**src/rtl/phase_code_sequencer.sv**
```systemverilog
// Serialises a latched phase code onto out, one chip per tiempo_b clocks, on each sinc rising edge; out/busy
// respond one clock after the start edge. No backpressure: sinc low aborts a run, and HOLD blocks retrigger within a window.
module phase_code_sequencer #(
  parameter int CODE_W = 64,
  parameter int CNT_W  = 32,
  parameter int REP_W  = 8,
  localparam int IDX_W = $clog2(CODE_W) + 1
) (
  input  logic              clk,
  input  logic              rst,
  input  logic              sinc,
  input  logic [IDX_W-1:0]  num_dig,
  input  logic [CODE_W-1:0] codigo,
  input  logic [CNT_W-1:0]  tiempo_b,
  input  logic [REP_W-1:0]  n_rep,
  input  logic              msb_first,
  output logic              out,
  output logic              busy,
  output logic [IDX_W-1:0]  bit_idx,
  output logic              done,
  output logic              cfg_err
);

  typedef enum logic [1:0] {IDLE, RUN, HOLD} state_t;

  state_t            state, state_n;
  logic              sinc_q, armed, start, cfg_ok, load;
  logic [CODE_W-1:0] code_l;
  logic [IDX_W-1:0]  num_l;
  logic [CNT_W-1:0]  tb_l;
  logic [REP_W-1:0]  rep_l;
  logic              msb_l;
  logic [CNT_W-1:0]  cnt, cnt_n;
  logic [IDX_W-1:0]  pos, pos_n, idx_n;
  logic [REP_W-1:0]  rep_cnt, rep_n;
  logic              out_n, busy_n, done_n, err_n;

  function automatic logic chip_at(input logic [CODE_W-1:0] code, input logic [IDX_W-1:0] n,
                                   input logic [IDX_W-1:0] p, input logic m);
    logic [IDX_W-1:0]  idx;
    logic [CODE_W-1:0] sh;
    idx = m ? (n - p - IDX_W'(1)) : p;
    sh  = code >> idx;
    return sh[0];
  endfunction

  // armed blocks a start from a sinc that was already high when reset released
  assign start  = sinc & ~sinc_q & armed;
  assign cfg_ok = (num_dig != '0) && (num_dig <= IDX_W'(CODE_W)) && (tiempo_b != '0);

  always_comb begin
    state_n = state;
    cnt_n   = cnt;
    pos_n   = pos;
    rep_n   = rep_cnt;
    out_n   = 1'b0;
    busy_n  = 1'b0;
    idx_n   = '0;
    done_n  = 1'b0;
    err_n   = 1'b0;
    load    = 1'b0;
    case (state)
      IDLE: begin
        if (start) begin
          if (cfg_ok) begin
            load    = 1'b1;
            state_n = RUN;
            out_n   = chip_at(codigo, num_dig, '0, msb_first);
            busy_n  = 1'b1;
            cnt_n   = '0;
            pos_n   = '0;
            rep_n   = '0;
          end else begin
            err_n   = 1'b1;
            state_n = HOLD;
          end
        end
      end
      RUN: begin
        if (!sinc) begin
          state_n = IDLE;
        end else if (cnt == tb_l - CNT_W'(1)) begin
          cnt_n = '0;
          if (pos == num_l - IDX_W'(1)) begin
            if (rep_cnt == rep_l - REP_W'(1)) begin
              done_n  = 1'b1;
              state_n = HOLD;
            end else begin
              rep_n  = rep_cnt + REP_W'(1);
              pos_n  = '0;
              busy_n = 1'b1;
              out_n  = chip_at(code_l, num_l, '0, msb_l);
            end
          end else begin
            pos_n  = pos + IDX_W'(1);
            idx_n  = pos + IDX_W'(1);
            busy_n = 1'b1;
            out_n  = chip_at(code_l, num_l, pos + IDX_W'(1), msb_l);
          end
        end else begin
          cnt_n  = cnt + CNT_W'(1);
          busy_n = 1'b1;
          out_n  = out;
          idx_n  = bit_idx;
        end
      end
      HOLD: begin
        if (!sinc) state_n = IDLE;
      end
      default: state_n = IDLE;
    endcase
  end

  always_ff @(posedge clk or negedge rst) begin
    if (!rst) begin
      state   <= IDLE;
      sinc_q  <= 1'b0;
      armed   <= 1'b0;
      code_l  <= '0;
      num_l   <= '0;
      tb_l    <= '0;
      rep_l   <= '0;
      msb_l   <= 1'b0;
      cnt     <= '0;
      pos     <= '0;
      rep_cnt <= '0;
      out     <= 1'b0;
      busy    <= 1'b0;
      bit_idx <= '0;
      done    <= 1'b0;
      cfg_err <= 1'b0;
    end else begin
      state   <= state_n;
      sinc_q  <= sinc;
      armed   <= armed | ~sinc;
      cnt     <= cnt_n;
      pos     <= pos_n;
      rep_cnt <= rep_n;
      out     <= out_n;
      busy    <= busy_n;
      bit_idx <= idx_n;
      done    <= done_n;
      cfg_err <= err_n;
      if (load) begin
        code_l <= codigo;
        num_l  <= num_dig;
        tb_l   <= tiempo_b;
        rep_l  <= (n_rep == '0) ? REP_W'(1) : n_rep;
        msb_l  <= msb_first;
      end
    end
  end

endmodule
```
**config.mk**
```make
export PLATFORM = sky130hd
export DESIGN_NAME = phase_code_sequencer
export DESIGN_NICKNAME = d
export VERILOG_FILES = /design/src/rtl/phase_code_sequencer.sv
export SDC_FILE = /design/constraint.sdc
export NUM_CORES = 1
export LEC_CHECK = 0
export CORE_ASPECT_RATIO = 1.25
export CORE_MARGIN = 8
export CORE_UTILIZATION = 50
export CTS_CLUSTER_DIAMETER = 60
export DETAILED_ROUTE_END_ITERATION = 16
export PLACE_DENSITY_LB_ADDON = 0.08
export SYNTH_ARGS = -nofsm -noshare
export SYNTH_HDL_FRONTEND = slang
export SYNTH_SLANG_ARGS = --single-unit
```
**constraint.sdc**
```tcl
create_clock -name clk -period 9.7 [get_ports clk]
set_input_delay 2.425 -clock clk [delete_from_list [all_inputs] [get_ports clk]]
set_output_delay 2.425 -clock clk [all_outputs]
set_load 0.005 [all_outputs]
```
==> results_dict.tcl, run 1 <==
set metrics [dict create \
    gp_congestion 0.922 \
    cts-root-buf "clkbuf_16" \
    wirelength_um 31800 \
    rsz0062_at_grt "no" \
    cp_top_family "multiplexers" \
    io_pins 126 \
    htree_levels 4 \
    cap_violations 0 \
    ys_warn_count 0 \
    hpwl_um 24400 \
    syn_area_um2 11200 \
    start_util_pct 50.7 \
    yosysTopAreaCell "dfrtp_1" \
    routed-via-count 9046 \
    antenna_found_initial 0 \
    core.rowCount 61 \
    end_kind "flip-flop" \
    arrival_ns 6.43 \
    synth.distinct_cells 81 \
    crit_fanout 15 \
    drt-pass1-iter-count 5 \
    yosysSeqAreaShare_pct 38.8 \
    core_um2 22100 \
    ys_top_cells_by_area "dfrtp_1 39%, mux2_2 11%, mux4_2 6.2%" \
    finalSetupViolations 0 \
    cp.buffers_inverters 2 \
    wl_per_cell_um 21.6 \
    ys_ff_latch 174 \
    fin_crit_sh_pct 63.1 \
    nets 1302 \
    status "finished clean" \
    p_leak_nw 5.19 \
    synth-edff-count 0 \
    cp_slowest_cell "mux2i_1" \
    syn_to_final_growth_pct 18.6 \
    period_minus_slack_ns 6.12 \
    synth-async-reset-ratio_pct 100 \
    n_antenna_cell 0 \
    max_slew.worst_pin.slew_ns 1.19 \
    overflow 0 \
    synth-main-ff-cell "dfrtp_1" \
    cts_resized 0 \
    cts_tree "done" \
    drt_iter0_drc 495 \
    clock-sinks 174 \
    detail-route-antenna-nets 0 \
    peakVddDrop_mv 0.158 \
    timing.fmax_mhz 163 \
    crit_required_ns 10.01 \
    cts_made_buffers 17 \
    finalHoldViolations 0 \
    drv_slew 0 \
    port_buffers 125 \
    via_per_inst 6.16 \
    cpMostUsedCell "o211ai_1" \
    die_height_um 184 \
    yosysMostFrequentCell "dfrtp_1" \
    grt_max_degree 61 \
    grt.total_usage_pct 23.5 \
    clk_latency_ns 0.44 \
    synth_top_area_share_pct 38.8 \
    grt_pass1_wl_um 50900 \
    path_class "primary input to flip-flop" \
    holdWs_ns 0.470 \
    cp_cell_sequence "clkdlybuf4s50_1, inv_1, ha_1, nor3b_1, mux2i_1, mux4_2, nand3_1, o211ai_1, o211ai_1, a31oi_1, or4_1, mux2_1" \
    synthCells 1072 \
    holdBufCountCts 0 \
    die_area_um2 27500 \
    cellPowerDensity_nw_per_um2 278 \
    cpPeakStageDelay_ns 0.71 \
    clock_skew_ns 0.0135 \
    post_cts_buffers 0 \
    fp.dieW_um 150 \
    clkSlewWorstSetupHoldPaths_ns 0.07 \
    critPathLaunchType "primary input" \
    slew_headroom_pct 20.5 \
    drc 0 \
    final_layout_size_suffix_gt1_share_pct 18.1 \
    hp-class "flip-flop to flip-flop" \
    cts_buffer_depth 2 \
    yosys-top-cells-count "174 x dfrtp_1, 113 x mux2_2, 76 x nor2_1" \
    fin_ws_ns 3.58 \
    nFillCells 1958 \
    fin_setup_tns_ns 0 \
    post-place-ws_ns 3.13 \
    syn_nets 1202 \
    syn_avg_cell_area_um2 10.5 \
    grt_pass1_vias 9374 \
]
## routing by layer
metal  global-route usage [%]  up-vias  wire length, um
met2                     42.7      234            16900
met3                     3.65       72             1040
met1                     26.5     4510            12500
met5                        0        -                0
met4                     10.7        0             1380
li1                         -     4230                -
## worst reg2reg max path, delay by kind of cell, from the launching register on
| family | cells | cell delay, ns |
|---|---|---|
| multiplexers | 1 | 0.43 |
| XOR/XNOR | 1 | 0.56 |
| flip-flops | 1 | 0.59 |
| buffers and inverters | 1 | 0.64 |
| AND/OR/NAND/NOR | 4 | 1.73 |
| adder cells (fa/ha/maj) | 1 | 0.36 |
| AO/OA/AOI/OAI | 2 | 0.57 |
## final timing paths
path,from,endpoint,slack (ns),cells past startpoint
min,armed,armed,0.47,1
max,num_dig[0],out,3.58,12
max reg2reg,num_l[0],rep_cnt[7],4.73,10
max in group asynchronous,rst,code_l[21],5.79,3
min in group asynchronous,rst,tb_l[28],1.97,1
min reg2reg,armed,armed,0.47,1
## layout make-up
cell class	count	area (um2)	area share, %
inverters	21	78.8	0.592
well taps	283	354	2.66
repair buffers	137	1340	10.1
clock buffers	19	453	3.40
clock inverters	13	141	1.06
flip-flops and latches	174	4350	32.7
multi-input cells	821	6600	49.5
## sequential cells by signal, summed over array words and instances (netlist names), 2 cells and up
register	flops
code_l	64
cnt	32
tb_l	32
rep_cnt	8
rep_l	8
bit_idx	7
num_l	7
pos	7
state	2
## power by group
| part | internal (mW) | total (mW) | switching [mW] |
|---|---|---|---|
| sequential | 0.973 | 1.29 | 0.321 |
| clock | 0.380 | 0.703 | 0.323 |
| combinational | 0.883 | 1.71 | 0.826 |
## cell usage in the layout, fill, tap and decap left out, types with 10 or more instances in the layout
cell type / instances
a211oi_1: 13
nor2b_1: 17
nor3b_1: 10
mux2_2: 113
nand2b_1: 16
xnor2_1: 58
inv_1: 21
dfrtp_1: 174
nand3_1: 20
a21oi_1: 23
nand2_1: 70
nand4_1: 15
nor2_1: 75
nor4_1: 21
o21ai_0: 25
clkdlybuf4s50_1: 124
xor2_1: 39
mux2i_1: 21
o2bb2ai_1: 12
nor3_1: 33
a31oi_1: 14
mux4_2: 31
clkbuf_16: 17
ha_1: 14
o22ai_1: 12
buf_4: 12
or4_1: 16
## stage by stage
stage	utilization, %	instance area, um2	std cells	power (mW)
3_3_place_gp	57.5	12700	1436	2.97
5_1_grt	60.2	13300	1468	3.94
6_report	60.2	13300	1468	3.71
3_5_place_dp	57.5	12700	1436	3.01
4_1_cts	60.2	13300	1468	3.72
2_1_floorplan	-	11200	1072	2.50
## kinds of logic (layout without fill, tap and decap cells)
logic type	count (synthesis)	in the layout	synth area share, %
AO/OA/AOI/OAI	186	186	11.9
XOR/XNOR	100	100	8.00
adder cells (fa/ha/maj)	15	15	1.74
buffers and inverters	77	190	2.66
flip-flops	174	174	38.8
multiplexers	167	167	19.6
AND/OR/NAND/NOR	353	353	17.3
No activity file was read; power rests on OpenSTA's default activity.
==> run 2, diff against run 1 <==
==> constraint.sdc (replaced) <==
create_clock -name clk -period 5.85 [get_ports clk]
set_input_delay 1.4625 -clock clk [delete_from_list [all_inputs] [get_ports clk]]
set_output_delay 1.4625 -clock clk [all_outputs]
set_load 0.005 [all_outputs]
==> run 2 against run 1 <==
Sequential share of layout area is 0.11 points lower. Combinational power is 68% higher. Largest power group unchanged. Cell count is 0.48% higher. Utilization is 0.20 points higher. Worst setup slack worse by 2.5 ns. Worst hold slack worse by 0.0094 ns. First-iteration DRC count is 8.1% higher. Critical path type unchanged. Count of clock-buffer cells in the layout is 1 lower. Sequential power is 66% higher. Register-to-register slack worse by 3.3 ns.
==> results_dict.tcl, run 2 (same netlist as run 1, synthesis figures left out) <==
set metrics [dict create \
    critPathLaunchType "primary input" \
    drt_iter0_drc 535 \
    die_area_um2 27500 \
    largest_registers "code_l: 64 flops, cnt: 32 flops, tb_l: 32 flops" \
    cp_slowest_cell "mux4_2" \
    port_buffers 125 \
    drc 0 \
    p_total_mw 6.14 \
    fin_setup_tns_ns 0 \
    clock_skew_ns 0.0115 \
    peakVddDrop_mv 0.236 \
    max_slew.worst_pin.slew_ns 1.06 \
    core_um2 22100 \
    nets 1309 \
    finalSetupViolations 0 \
    clock-sinks 174 \
    holdBufCountCts 0 \
    final_common_cell "dfrtp_1" \
    largest_reg_flops 64 \
    cts_buffer_depth 2 \
    cts_made_buffers 17 \
    p_leak_nw 5.22 \
    status "finished clean" \
    grt.total_usage_pct 23.3 \
    mostFrequentLayoutCells "174 x dfrtp_1, 124 x clkdlybuf4s50_1, 113 x mux2_2, 75 x nor2_1, 70 x nand2_1" \
    crit_fanout 10 \
    hpwl_um 24000 \
    met1_length_um 12300 \
    route.met2.wl_um 16800 \
    slew_headroom_pct 27.4 \
    timing.fmax_mhz 210 \
    regMostFlops "code_l" \
    cpMostUsedCell "mux4_2" \
    n_antenna_cell 0 \
    period_minus_slack_ns 4.76 \
    cp.buffers_inverters 2 \
    clkSlewWorstSetupHoldPaths_ns 0.07 \
    hp-class "flip-flop to flip-flop" \
    holdWs_ns 0.460 \
    grt_pass1_wl_um 50500 \
    start_util_pct 50.7 \
    die_height_um 184 \
    path_class "primary input to flip-flop" \
    end_kind "flip-flop" \
    top_layer "met4" \
    routed-via-count 9083 \
    wirelength_um 31500 \
    cap_violations 0 \
    via_per_inst 6.16 \
    cp_cell_sequence "clkdlybuf4s50_1, inv_1, ha_1, xor2_2, mux4_2, mux4_2, nand2b_1, o211ai_1, a31oi_1, or4_1, mux2_1" \
    wl_per_cell_um 21.3 \
    grt_pass1_vias 9505 \
    detail-route-antenna-nets 0 \
    fin_crit_sh_pct 81.3 \
    finalHoldViolations 0 \
    overflow 0 \
    nFillCells 1937 \
    io_pins 126 \
    syn_to_final_growth_pct 19.0 \
    cellPowerDensity_nw_per_um2 459 \
    cts_resized 0 \
    cts_tree "done" \
    cpPeakStageDelay_ns 0.60 \
    regToRegSetupSlack_ns 1.44 \
    drv_slew 0 \
    arrival_ns 5.08 \
    drt-pass1-iter-count 6 \
    htree_levels 4 \
    rsz0062_at_grt "no" \
    gp_congestion 0.882 \
    core.rowCount 61 \
    post_cts_buffers 0 \
    cts-root-buf "clkbuf_16" \
    cp_top_family "multiplexers" \
    fp.dieW_um 150 \
    antenna_found_initial 0 \
    crit_required_ns 6.17 \
    clk_latency_ns 0.44 \
    grt_max_degree 93 \
    wl_met3_um 1110 \
    final_layout_size_suffix_gt1_share_pct 18.6 \
]
run 2: final cells by class:
class	count	area [um2]	share of cell area, %
Clock buffer	18	439	3.29
Clock inverter	14	135	1.01
Inverter	21	78.8	0.590
Multi-Input combinational cell	821	6600	49.3
Sequential cell	174	4350	32.6
Tap cell	283	354	2.65
Timing Repair Buffer	144	1410	10.5
run 2: per-stage QoR:
stage                     std cells  setup WS, ns  area [um2]  util [%]
after floorplan                1072         0.827       11200         -
after global placement         1443         0.745       12800      57.8
final                          1475          1.09       13400      60.4
after global routing           1475         0.953       13400      60.4
after detailed placement       1443         0.639       12800      57.8
after CTS                      1475          1.08       13400      60.4
run 2: worst paths after layout:
path	start	endpoint	cells past startpoint
min in group asynchronous	rst	tb_l[28]	1
min	armed	armed	1
min reg2reg	armed	armed	1
max in group asynchronous	rst	code_l[8]	2
max	num_dig[0]	out	11
max reg2reg	num_l[0]	rep_cnt[7]	10
run 2: report_power, final:
part | leakage (nW) | internal, mW | switching (mW)
combinational | 2.76 | 1.48 | 1.39
sequential | 2.17 | 1.61 | 0.530
clock | 0.286 | 0.582 | 0.543
run 2: metal layers:
layer	vias to the layer above	global-route usage [%]
met4	0	10.8
met2	244	42.7
met1	4537	25.8
met5	-	0
li1	4233	-
met3	69	3.69
==> run 3, diff against run 2 <==
==> constraint.sdc (replaced) <==
create_clock -name clk -period 4.65 [get_ports clk]
set_input_delay 1.1625 -clock clk [delete_from_list [all_inputs] [get_ports clk]]
set_output_delay 1.1625 -clock clk [all_outputs]
set_load 0.005 [all_outputs]
==> run 3 against run 2 <==
Die area unchanged. Worst setup slack lost 0.50 ns. First-iteration DRC count fell by 8.2%. Worst hold slack improved by 0.026 ns. Clock power increased by 25%. Combinational power is 26% higher. Power is 26% higher. Largest power group unchanged. Highest routed layer unchanged.
==> results_dict.tcl, run 3 (same netlist as run 1, synthesis figures left out) <==
set metrics [dict create \
    finalSetupViolations 0 \
    die_area_um2 27500 \
    cap_violations 0 \
    drt-pass1-iter-count 5 \
    antenna_found_initial 0 \
    drt_iter0_drc 491 \
    clock_power_share_pct 18.3 \
    status "finished clean" \
    crit_fanout 7 \
    cp_slowest_cell "o22ai_1" \
    dp_cells 1463 \
    wl_per_cell_um 21.1 \
    regMostFlops "code_l" \
    cts_resized 0 \
    largest_reg_flops 64 \
    syn_to_final_growth_pct 20.5 \
    clk_latency_ns 0.44 \
    p_seq_share_pct 34.8 \
    cts_tree "done" \
    period_minus_slack_ns 4.06 \
    core_um2 22100 \
    nets 1329 \
    start_util_pct 50.7 \
    clock_skew_ns 0.0150 \
    holdWs_ns 0.487 \
    end_kind "flip-flop" \
    hp-class "flip-flop to flip-flop" \
    clock-sinks 174 \
    io_pins 126 \
    grt.total_usage_pct 23.6 \
    final_cells 1494 \
    cts-root-buf "clkbuf_16" \
    cellPowerDensity_nw_per_um2 572 \
    crit_required_ns 4.97 \
    hpwl_um 24200 \
    dpl_cell_area_um2 13000 \
    port_buffers 125 \
    gp_congestion 0.927 \
    cts_buffer_depth 2 \
    clkSlewWorstSetupHoldPaths_ns 0.07 \
    drc 0 \
    overflow 0 \
    holdBufCountCts 0 \
    n_antenna_cell 0 \
    grt_pass1_vias 9546 \
    critPathLaunchType "flip-flop" \
    wirelength_um 31500 \
    htree_levels 4 \
    routed-via-count 9155 \
    drv_slew 0 \
    timing.fmax_mhz 246 \
    power_frac_comb_pct 46.9 \
    die_height_um 184 \
    p_leak_nw 5.31 \
    grt_pass1_wl_um 51000 \
    via_per_inst 6.13 \
    cp_cell_sequence "ha_1, nand2b_1, and2_1, ha_1, a21o_1, a22o_1, nand2b_1, o22ai_1, nand2_1, a21boi_0, nor3_1, or4_1, mux2_1" \
    fin_crit_sh_pct 87.2 \
    final_common_cell "dfrtp_1" \
    detail-route-antenna-nets 0 \
    grt_max_degree 104 \
    switching_share_pct 39.5 \
    path_class "flip-flop to flip-flop" \
    mostFrequentLayoutCells "174 x dfrtp_1, 124 x clkdlybuf4s50_1, 113 x mux2_2, 75 x nor2_1, 70 x nand2_1" \
    slew_headroom_pct 19.8 \
    finalHoldViolations 0 \
    p_sw_mw 3.05 \
    cts_made_buffers 17 \
    final_area_um2 13500 \
    fin_setup_tns_ns 0 \
    largest_registers "code_l: 64 flops, cnt: 32 flops, tb_l: 32 flops" \
    core.rowCount 61 \
    fp.dieW_um 150 \
    final_layout_size_suffix_gt1_share_pct 19.8 \
    cpPeakStageDelay_ns 0.61 \
    max_slew.worst_pin.slew_ns 1.20 \
    peakVddDrop_mv 0.281 \
    p_int_mw 4.68 \
    rsz0062_at_grt "no" \
    post_cts_buffers 0 \
    arrival_ns 4.37 \
]
## run 3: critical path: cells and delay by family, from the launching register on
| kind | cells | cell delay (ns) |
|---|---|---|
| fa+ha+maj | 2 | 0.61 |
| compound gates | 4 | 1.33 |
| simple gates | 6 | 1.21 |
| mux | 1 | 0.29 |
| flops | 1 | 0.48 |
## run 3: worst paths after layout
kind	startpoint	end	slack [ns]	depth (start not counted)
worst max register to register	pos[0]	out	0.59	13
worst min register to register	armed	armed	0.49	1
worst min-delay path	armed	armed	0.49	1
max in group asynchronous	rst	code_l[8]	2.83	2
min in group asynchronous	rst	tb_l[29]	0.85	1
worst max-delay path	pos[0]	out	0.59	13
## run 3: through the flow
step	power, mW	util, %	setup WS [ns]
2_1_floorplan	5.21	-	0.0249
3_3_place_gp	6.26	58.5	0.185
3_5_place_dp	6.32	58.5	0.170
4_1_cts	7.75	61.1	0.581
5_1_grt	8.23	61.1	0.379
6_report	7.73	61.1	0.593
## run 3: per-layer routing
metal  share of wire (%)  global-route usage [%]
met1                  38                    26.5
met2                  53                    42.7
met3                 4.0                    3.72
met4                 4.2                    11.7
met5                   0                       0
## run 3: final cells by class
type / count / area (um2)
Clock buffer: 19 / 443
Inverter: 21 / 78.8
Clock inverter: 12 / 126
Tap cell: 283 / 354
Multi-Input combinational cell: 821 / 6600
Sequential cell: 174 / 4350
Timing Repair Buffer: 164 / 1570
Fill cell: 1909 / 8610
## run 3: power groups by stage
stage	Clock [mW]	Sequential [mW]	Combinational, mW
after floorplan	0	2.42	2.79
after global placement	0	2.69	3.57
after detailed placement	0	2.71	3.61
after CTS	1.44	2.68	3.63
after global routing	1.51	2.78	3.94
final	1.41	2.69	3.63
